--- config.mk ---
export PLATFORM = sky130hd
export DESIGN_NAME = fetch_sequencer
export DESIGN_NICKNAME = d
export VERILOG_FILES = /design/src/rtl/fetch_sequencer_pkg.sv /design/src/rtl/fetch_sequencer.sv
export SDC_FILE = /design/constraint.sdc
export NUM_CORES = 1
export LEC_CHECK = 0
export ABC_AREA = 1
export BUFFER_PORTS_ARGS = -buffer_cell sky130_fd_sc_hd__clkbuf_2
export CAP_MARGIN = 20
export CORE_AREA = 5 5 78 80
export DETAILED_ROUTE_END_ITERATION = 10
export DIE_AREA = 0 0 83 85
export MAX_ROUTING_LAYER = met4
export SETUP_SLACK_MARGIN = 0.02
export SYNTH_ARGS = -nofsm -noshare
export SYNTH_HDL_FRONTEND = slang
export SYNTH_SLANG_ARGS = --single-unit
--- constraint.sdc ---
create_clock -name clock -period 1.3 [get_ports clock]
set_input_delay 0.065 -clock clock [delete_from_list [all_inputs] [get_ports clock]]
set_output_delay 0.065 -clock clock [all_outputs]
set_load 0.02 [all_outputs]
--- src/rtl/fetch_sequencer_pkg.sv ---
// Shared CPU control package: fetch-sequencer state encoding, default memory
// wait bound, and the one-hot bus-source select positions that every control
// sequencer driving the shared 32-bit CPU bus agrees on.
package fetch_sequencer_pkg;

    typedef enum logic [2:0] {
        ST_IDLE = 3'd0,
        ST_T0   = 3'd1,
        ST_T1   = 3'd2,
        ST_T1W  = 3'd3,
        ST_T2   = 3'd4,
        ST_ERR  = 3'd5
    } fetch_state_t;

    localparam int unsigned MAX_WAIT_DEFAULT = 8;
    localparam int unsigned WAIT_CNT_W       = 8;

    // One-hot bus source select, one bit per bus driver.
    localparam int BUS_SEL_W = 3;
    localparam int BUS_PC    = 0;
    localparam int BUS_ZLOW  = 1;
    localparam int BUS_MDR   = 2;

    typedef logic [BUS_SEL_W-1:0] bus_sel_t;

    localparam bus_sel_t BUS_SEL_NONE = '0;
    localparam bus_sel_t BUS_SEL_PC   = bus_sel_t'(1 << BUS_PC);
    localparam bus_sel_t BUS_SEL_ZLOW = bus_sel_t'(1 << BUS_ZLOW);
    localparam bus_sel_t BUS_SEL_MDR  = bus_sel_t'(1 << BUS_MDR);

endpackage

--- src/rtl/fetch_sequencer.sv ---
// Instruction-fetch micro-sequencer (T0..T2) for the shared CPU bus.
// Moore FSM: every strobe is decoded from the current state only.
//
// Ports:
//   clock, clear       rising-edge clock, synchronous active-high reset
//   start              request a fetch (sampled in IDLE and T2)
//   abort              cancel the fetch in progress (T0/T1/T1W/T2)
//   mem_ready          memory read data valid this cycle
//   PCout/Zlowout/MDRout  bus source selects (at most one high)
//   MARin/IncPC/Zin/PCin/Read/MDRin/IRin  register-load, ALU and memory strobes
//   fetch_busy         high whenever not IDLE
//   fetch_done         one-cycle pulse, IR loaded
//   fetch_err          one-cycle pulse, memory timeout
//   fetch_count        completed fetches, wraps modulo 2^CNT_W
//
// state | meaning
// ------+---------------------------------------------------------
// IDLE  | no strobes, waiting for start
// T0    | PC -> bus -> MAR, ALU computes PC+1 into Z
// T1    | Zlow -> bus -> PC, issue memory read, clear wait counter
// T1W   | memory wait state, read held, bounded by MAX_WAIT cycles
// T2    | MDR -> bus -> IR, fetch done
// ERR   | memory timeout pulse, back to IDLE
module fetch_sequencer
    import fetch_sequencer_pkg::*;
#(
    parameter int unsigned MAX_WAIT = MAX_WAIT_DEFAULT,
    parameter int unsigned CNT_W    = 16
) (
    input  logic             clock,
    input  logic             clear,
    input  logic             start,
    input  logic             abort,
    input  logic             mem_ready,
    output logic             PCout,
    output logic             Zlowout,
    output logic             MDRout,
    output logic             MARin,
    output logic             IncPC,
    output logic             Zin,
    output logic             PCin,
    output logic             Read,
    output logic             MDRin,
    output logic             IRin,
    output logic             fetch_busy,
    output logic             fetch_done,
    output logic             fetch_err,
    output logic [CNT_W-1:0] fetch_count
);

    localparam logic [WAIT_CNT_W-1:0] WAIT_LAST = WAIT_CNT_W'(MAX_WAIT - 1);

    fetch_state_t          state;
    fetch_state_t          state_nxt;
    logic [WAIT_CNT_W-1:0] wait_cnt;
    bus_sel_t              bus_sel;

    always_ff @(posedge clock) begin
        if (clear) begin
            state       <= ST_IDLE;
            wait_cnt    <= '0;
            fetch_count <= '0;
        end else begin
            state <= state_nxt;
            if (state == ST_T1) begin
                wait_cnt <= '0;
            end else if (state == ST_T1W) begin
                wait_cnt <= wait_cnt + 1'b1;
            end
            // T2 always lasts one cycle and IRin fires there even when
            // aborted, so every T2 cycle is a completed fetch.
            if (state == ST_T2) begin
                fetch_count <= fetch_count + 1'b1;
            end
        end
    end

    always_comb begin
        state_nxt  = state;
        bus_sel    = BUS_SEL_NONE;
        MARin      = 1'b0;
        IncPC      = 1'b0;
        Zin        = 1'b0;
        PCin       = 1'b0;
        Read       = 1'b0;
        MDRin      = 1'b0;
        IRin       = 1'b0;
        fetch_done = 1'b0;
        fetch_err  = 1'b0;
        case (state)
            ST_IDLE: begin
                if (start) state_nxt = ST_T0;
            end
            ST_T0: begin
                bus_sel   = BUS_SEL_PC;
                MARin     = 1'b1;
                IncPC     = 1'b1;
                Zin       = 1'b1;
                state_nxt = abort ? ST_IDLE : ST_T1;
            end
            ST_T1: begin
                bus_sel = BUS_SEL_ZLOW;
                PCin    = 1'b1;
                Read    = 1'b1;
                MDRin   = 1'b1;
                if (abort)          state_nxt = ST_IDLE;
                else if (mem_ready) state_nxt = ST_T2;
                else                state_nxt = ST_T1W;
            end
            ST_T1W: begin
                // PCin stays low here: the PC must advance once per fetch.
                Read  = 1'b1;
                MDRin = 1'b1;
                if (abort)                      state_nxt = ST_IDLE;
                else if (mem_ready)             state_nxt = ST_T2;
                else if (wait_cnt == WAIT_LAST) state_nxt = ST_ERR;
            end
            ST_T2: begin
                bus_sel    = BUS_SEL_MDR;
                IRin       = 1'b1;
                fetch_done = 1'b1;
                if (abort)      state_nxt = ST_IDLE;
                else if (start) state_nxt = ST_T0;
                else            state_nxt = ST_IDLE;
            end
            ST_ERR: begin
                fetch_err = 1'b1;
                state_nxt = ST_IDLE;
            end
            default: begin
                state_nxt = ST_IDLE;
            end
        endcase
    end

    assign PCout      = bus_sel[BUS_PC];
    assign Zlowout    = bus_sel[BUS_ZLOW];
    assign MDRout     = bus_sel[BUS_MDR];
    assign fetch_busy = (state != ST_IDLE);

endmodule

; Word-level counts from Yosys, hierarchy flattened
; Cells that the tools add are included.
[totals]
reg_bits = 27
output_inout_bits = 29
[op_classes]
n_addsub = 2
eq_ne = 8
mux = 16
reduce_logical = 5
[op_table]
columns = operator, count
row1 = $mux W3, 6
row2 = $add A16 B1 Y16 const B, 1
row3 = $pmux W3 S5, 1
row4 = $pmux W3 S3, 1
row5 = $add A8 B1 Y8 const B, 1
row6 = $eq A8 B3 Y1 const B, 1
row7 = $mux W1, 7
row8 = $eq A3 B2 Y1 const B, 2
row9 = $eq A3 B3 Y1 const B, 2
row10 = $ne A4 B3 Y1 const B, 1
row11 = $reduce_or A2 Y1, 2
row12 = $eq A3 B1 Y1 const B, 1
row13 = $logic_not A3 Y1, 1
row14 = $reduce_bool A3 Y1, 1
row15 = $mux W2, 1
row16 = $ne A2 B2 Y1 const B, 1
row17 = $reduce_and A2 Y1, 1

; Longest topological paths before layout
; Gate-level depths: netlist of run 1.
[depth]
word_depth = 5
mapped_depth = 8
mapped_depth_nobuf = 8

; Worst setup path before layout of run 1
; No wires, ideal clock.
[synth_path]
kind = register to register
from = register state[1]
to = register wait_cnt[7]
setup_ps = 113
arrival_time_ps = 1249
t_required_ps = 1187
slack_ps = -62
path_stages_with_launch = 8
n_path_buf = 0
cell_sequence = dfxtp_1 inv_2 nor2_2 nand2_2 nor2_4 nand3_2 o21ai_1 nor2_1
[synth_between]
elab_chain_cells = 2
word_cells_on_any_way = 3
[synth_lines]
columns = element, line_no
row1 = start: declaration, fetch_sequencer.sv:53  ; fetch_state_t state;
row2 = start signal: assignment, fetch_sequencer.sv:64  ; state <= state_nxt;
row3 = $eq A3 B2 Y1, fetch_sequencer.sv:65  ; if (state == ST_T1) begin
row4 = $reduce_or A2 Y1 (no line), --
row5 = end signal: assignment, fetch_sequencer.sv:68  ; wait_cnt <= wait_cnt + 1'b1;
row6 = end: declaration, fetch_sequencer.sv:55  ; logic [WAIT_CNT_W-1:0] wait_cnt;
; Several ways; a longest one is shown, not always the timed one.
; A chain may end at the register's enable or synchronous reset.

; Worst setup path after layout of run 1
[layout_path]
from = register state[1]
to = register fetch_count[5]
[layout_between]
elab_chain_cells = 1
[layout_lines]
columns = element, line_no
row1 = $eq A3 B3 Y1, fetch_sequencer.sv:72  ; if (state == ST_T2) begin
row2 = end signal: assignment, fetch_sequencer.sv:73  ; fetch_count <= fetch_count + 1'b1;
row3 = end: declaration, fetch_sequencer.sv:48  ; output logic [CNT_W-1:0] fetch_count
; No other way between the ends.

==> results.ini, run 1 <==
[die]
core_region_area_mm2=0.005338
io-pin-count=34
num_rows=27
design.die.area_mm2=0.007055
die_h_um=85
die_w_um=83
start_util=0.2834

[global_routing]
antenna_found_initial=0
grt_pass1_vias=1380
grt_pass1_wl_mm=6.072
grt_overflow=0
grt_max_degree=16
grt_usage=0.1066

[sta]
worst_slew_pin_slew_ns=0.3257
period_share=0.9757
hold_viol_final=0
relSlewSlack=0.7823
slew_viol_final=0
clock_skew_ns=0.009849
fmax_mhz=788.4
setup_violations=0
rsz0062_at_grt=yes
fin_setup_tns_ns=0
finalWorstPathRequiredPeriod_ns=1.268

[worst_setup_path]
reg2reg_to=fetch_count[5]
crit_arrival_ns=1.49
crit_cells=8
cp_num_buf_inv=3
endpoint_kind=flop
cp_max_fo=5
cp_cell_sequence=nor2_4 > nand2_4 > buf_12 > nor2_8 > buf_6 > inv_2 > nor2_1 > o21a_1
r2r-start=state[1]
cp-startpoint=state[1]
regToRegSetupSlack_ns=0.03
start_kind=flop
slowest_stage=dfxtp_4
critPathTopFamily=simple AND/OR/NAND/NOR gates
critical_path_class=reg -> reg
crit_required_ns=1.52
r2r_cells=8
endpoint=fetch_count[5]
slowest_delay_ns=0.37

[layout]
fin_cells=337
nFillCells=600
nNetsFinal=273
n_antenna_cell=0
layout-drive-gt1-share=0.4113
syn2layout_area_growth_pct=37.63

[drt]
drc=0
drt_iter0_drc=87
drt-pass1-iter-count=4
highest_layer=met4
wl_met2_mm=1.824
wl_per_cell_um=10.72
via_per_inst=4.442
routed_wl_mm=3.612
via_count=1497
antenna_left=0
met1_length_mm=1.576
wl_met3_um=120

[logic_synthesis]
synth_cells=213
synth_seq_cells=27
synth_area_mm2=0.001513
synth.distinct_cells=31
synth.area.mux_share=0
synth_area_per_cell_um2=7.102
yosysSeqAreaShare=0.3573
synthXorXnorAreaFrac=0.005790
synth_warnings=0
synth_nets=220
synth_top_family_by_area=simple AND/OR/NAND/NOR gates
synth_compound_area_frac=0.09016
synth_adder_area_share=0.01654
synth_simple_gate_area_share=0.4185

[clock_network]
clk_path_buf_depth=2
cts.sinks=27
numCtsBuffers=3
cts_tree=done
cts_hold_buf=0
clk_pin_slew_worst_paths_ns=0.10
cts-root-buf=clkbuf_8
insertion_delay_ns=0.28
h-tree-depth=1

[power_and_ir_drop]
power_density_mw_per_mm2=739.4
p_leak_nw=0.9620
worst_ir_drop_vdd_v=0.0003883

[place]
place_congestion=0.7658
dpl.cell_count=321
hpwl_mm=2.597
port_buffers=33

[run]
max-cap-violations=0

[outcome]
outcome=finished, final reports clean

[min_path]
hold_class=in -> reg

==> logic make-up (layout without fill, tap and decap cells) <==
kind of cell	after synthesis	in the layout
and+or+nand+nor	118	119
buffers and inverters	39	90
DFF	27	27
AOI/OAI and AO/OA	26	26
adders and majority gates	2	2
xor gates and xnor gates	1	1
==> state kept, by name, indices dropped and copies added (netlist names) <==
register,count
fetch_count,16
state,3
wait_cnt,8
==> cells in the mapped netlist, drive strengths merged <==
cell type,n,area [um^2]
nand3b,1,7.510
ha,2,25.02
o21ai,11,55.05
nor4,1,6.260
nand2,39,163.9
nand3,15,112.6
xor2,1,8.760
clkbuf,2,11.26
or2,1,6.260
a31oi,1,6.260
nor2,50,239.0
nand4,3,31.28
a21oi,12,60.06
buf,5,37.54
nor3,6,41.29
dfxtp,27,540.5
inv,32,120.1
nor3b,2,25.02
o21a,2,15.01
==> metal layers <==
layer / up-vias / global-route usage
li1: 773 / -
met5: - / -
met2: 37 / 0.1793
met3: 9 / 0.01942
met1: 678 / 0.1215
met4: 0 / 0.05349
==> cells in the final DEF, fill, tap and decap left out, drive strengths merged, types with 2 or more instances in the layout <==
master / synthesis / final
nand3: 15 / 15
nor3: 6 / 6
ha: 2 / 2
nand4: 3 / 3
a21oi: 12 / 12
nand2: 39 / 39
o21ai: 11 / 11
clkbuf: 2 / 30
nor3b: 2 / 2
nor2: 50 / 51
buf: 5 / 27
dfxtp: 27 / 27
inv: 32 / 32
o21a: 2 / 2
==> repair_timing <==
| item | in CTS | in global routing |
|---|---|---|
| cloned | 0 | 1 |
| setup buffers | 6 | 5 |
| hold endpoints to repair | 0 | 0 |
| setup endpoints to repair | 16 | 27 |
| gates resized for setup | 19 | 26 |
| pin swaps | 2 | 10 |
==> layout make-up <==
cell class	count	area, um^2	share of cell area
Tap cell	72	90.09	0.04327
Clock buffer	3	41.29	0.01983
Sequential cell	27	556.8	0.2674
Clock inverter	1	5.005	0.002404
Timing Repair Buffer	54	385.4	0.1851
Inverter	32	127.6	0.06130
Multi-Input combinational cell	148	875.8	0.4207
==> worst min path at each step <==
stage / slack (ns) / to / cells past startpoint / startpoint
6_report: 0.10 / fetch_count[7] / 2 / clear
5_1_grt: 0.12 / fetch_count[0] / 2 / clear
4_1_cts: 0.11 / state[2] / 4 / abort
3_5_place_dp: 0.41 / state[2] / 4 / abort
3_3_place_gp: 0.41 / fetch_count[0] / 2 / clear
2_1_floorplan: 0.24 / state[2] / 3 / abort
==> report_power, final <==
part | internal, W | total (W) | switching (W)
Clock | 0.000215 | 0.000485 | 0.000270
Combinational | 0.0000795 | 0.000207 | 0.000127
Sequential | 0.000832 | 0.000847 | 0.0000150
==> per-stage QoR <==
step	setup slack [ns]	util	hold slack [ns]	power [W]	area, um^2
6_report	0.03157	0.3901	0.1018	0.001540	2082
2_1_floorplan	0.03160	-	0.2435	0.001002	1528
5_1_grt	-0.08623	0.3901	0.1229	0.001634	2082
3_5_place_dp	-0.04609	0.3390	0.4084	0.001046	1809
4_1_cts	0.001218	0.3680	0.1058	0.001552	1964
3_3_place_gp	-0.02077	0.3390	0.4091	0.001046	1809
Power figures use the tool's default switching activity.
==> run 2: changes to the inputs <==
Settings changed: CTS_CLUSTER_DIAMETER set to 30, PLACE_DENSITY set to 0.46.
==> run 2 against run 1 <==
Clock power rose by 2%. Core utilization is 2.3 points lower. Sequential power down 0.5%. Register-to-register slack about the same. Routed wire length decreased by 5.8%. Cell area shrank 5.8%. Critical path depth decreased by 1. Highest routed layer unchanged.
==> results.ini, run 2 (same netlist as run 1, synthesis figures left out) <==
[layout]
regMostFlops=fetch_count
finish.utilization=0.3673  ; -0.02274
fin_cells=329  ; -2.4%
final_cell_mix=39 x nor2_1, 34 x nand2_1, 27 x clkbuf_2
layout-drive-gt1-share=0.3619  ; -0.04945
n_antenna_cell=0  ; unchanged
syn2layout_area_growth_pct=29.61
nNetsFinal=265  ; -2.9%
top_regs=fetch_count (16), wait_cnt (8), state (3)
largest_reg_flops=16  ; unchanged
final_common_cell=nor2_1

[die]
io-pin-count=34  ; unchanged
design.die.area_mm2=0.007055  ; unchanged
num_rows=27  ; unchanged
start_util=0.2834  ; unchanged
core_region_area_mm2=0.005338  ; unchanged
die_w_um=83  ; unchanged
die_h_um=85  ; unchanged

[worst_setup_path]
r2r-start=state[0]
cp-startpoint=state[0]
crit_required_ns=1.48  ; -0.04 ns
regToRegSetupSlack_ns=0.03  ; about the same
crit_arrival_ns=1.45  ; -0.04 ns
critical_path_class=reg -> reg
reg2reg_to=fetch_count[12]
start_kind=flop
endpoint=fetch_count[12]
r2r_cells=7  ; -1
cp_max_fo=6  ; +1
endpoint_kind=flop

[drt]
routed_wl_mm=3.402  ; -5.8%
drc=0  ; unchanged
drt_iter0_drc=30  ; -66%
drt-pass1-iter-count=4  ; unchanged
antenna_left=0  ; unchanged
via_per_inst=4.274  ; -3.8%
wl_per_cell_um=10.34  ; -3.5%
via_count=1406  ; -6.1%

[clock_network]
clk_pin_slew_worst_paths_ns=0.10  ; about the same
cts-root-buf=clkbuf_8
cts_hold_buf=0  ; unchanged
clk_path_buf_depth=2  ; unchanged
cts_tree=done
cts.sinks=27  ; unchanged
insertion_delay_ns=0.28  ; about the same
h-tree-depth=1  ; unchanged
numCtsBuffers=3  ; unchanged

[sta]
slew_viol_final=0  ; unchanged
setup_violations=0  ; unchanged
rsz0062_at_grt=yes
finalWorstPathRequiredPeriod_ns=1.267  ; -0.001341 ns
worst_slew_pin_slew_ns=0.2891  ; -0.03654 ns
clock_skew_ns=0.003184  ; -0.006665 ns
relSlewSlack=0.8058  ; +0.02348
hold_viol_final=0  ; unchanged
period_share=0.9747  ; -0.001031
fmax_mhz=789.2  ; +0.11%

[global_routing]
use_met3=0.03107  ; +0.01165
grt_pass1_wl_mm=6.003  ; -1.1%
antenna_found_initial=0  ; unchanged
grt-busiest-layer=met2
grt_overflow=0  ; unchanged
grt.met1_usage=0.1211  ; -0.0004406
grt_max_degree=15  ; -1
grt_usage=0.1037  ; -0.002876
gr-usage-met2=0.1720  ; -0.007289
grt_pass1_vias=1399  ; +1.4%

[outcome]
outcome=finished, final reports clean

[place]
place_congestion=0.7926  ; +3.5%
port_buffers=33  ; unchanged
hpwl_mm=2.614  ; +0.69%
dpl.cell_count=320  ; -0.31%

[power_and_ir_drop]
power_density_mw_per_mm2=783.6  ; +6.0%
p_leak_nw=0.9069  ; -5.7%
worst_ir_drop_vdd_v=0.0004097  ; +5.5%

[run]
max-cap-violations=0  ; unchanged

[min_path]
hold_class=in -> reg

-- run 2: final cells by class --
class / count / area [um^2]
Multi-Input combinational cell: 148 / 849.6
Fill cell: 607 / 3377
Tap cell: 72 / 90.09
Sequential cell: 27 / 553.0
Clock buffer: 4 / 45.04
Timing Repair Buffer: 46 / 297.8
Inverter: 32 / 125.1
-- run 2: per-layer routing --
layer	vias up	wire length, um
met5	-	0
met2	23	1507
li1	758	-
met3	4	139
met4	0	44
met1	621	1710
-- run 2: where the power goes --
part           internal, W  switching (W)  total [W]  leakage [nW]
Sequential        0.000832      0.0000110   0.000843         0.221
Clock             0.000220       0.000277   0.000497        0.0228
Combinational    0.0000730       0.000123   0.000196         0.663
-- run 2: worst min-delay path by stage --
stage          start  slack, ns             end  cells past startpoint
4_1_cts        abort       0.09        state[2]                      4
6_report       abort       0.11        state[2]                      4
3_3_place_gp   clear       0.42  fetch_count[0]                      3
5_1_grt        clear       0.11        state[2]                      3
3_5_place_dp   abort       0.40        state[2]                      4
2_1_floorplan  abort       0.24        state[2]                      3
-- run 2: worst max-delay path, stage by stage, from the launching register on --
cell,delay (ns)
dfxtp_2,0.36
nor2_4,0.16
buf_4,0.14
nand3_4,0.09
nor2_4,0.19
nand3_2,0.10
nor2_1,0.09
nor2_1,0.05
-- run 2: per-stage QoR --
step | hold slack [ns] | area, um^2 | setup WS, ns | setup TNS, ns | total power [W]
after floorplan | 0.2435 | 1528 | 0.03160 | 0 | 0.001002
after global placement | 0.4176 | 1802 | -0.003230 | -0.003230 | 0.001048
after detailed placement | 0.4049 | 1802 | -0.01442 | -0.01442 | 0.001046
after CTS | 0.09313 | 1928 | 0.01162 | 0 | 0.001561
after global routing | 0.1059 | 1961 | -0.09256 | -0.5151 | 0.001630
final | 0.1067 | 1961 | 0.03291 | 0 | 0.001536
-- run 2: repair_timing --
action                                  4_1_cts  5_1_grt
setup buffers                                 3        1
gates resized for setup                      16       12
pin swaps                                     3        2
endpoints found under the setup margin       17       27
gates cloned                                  1        0
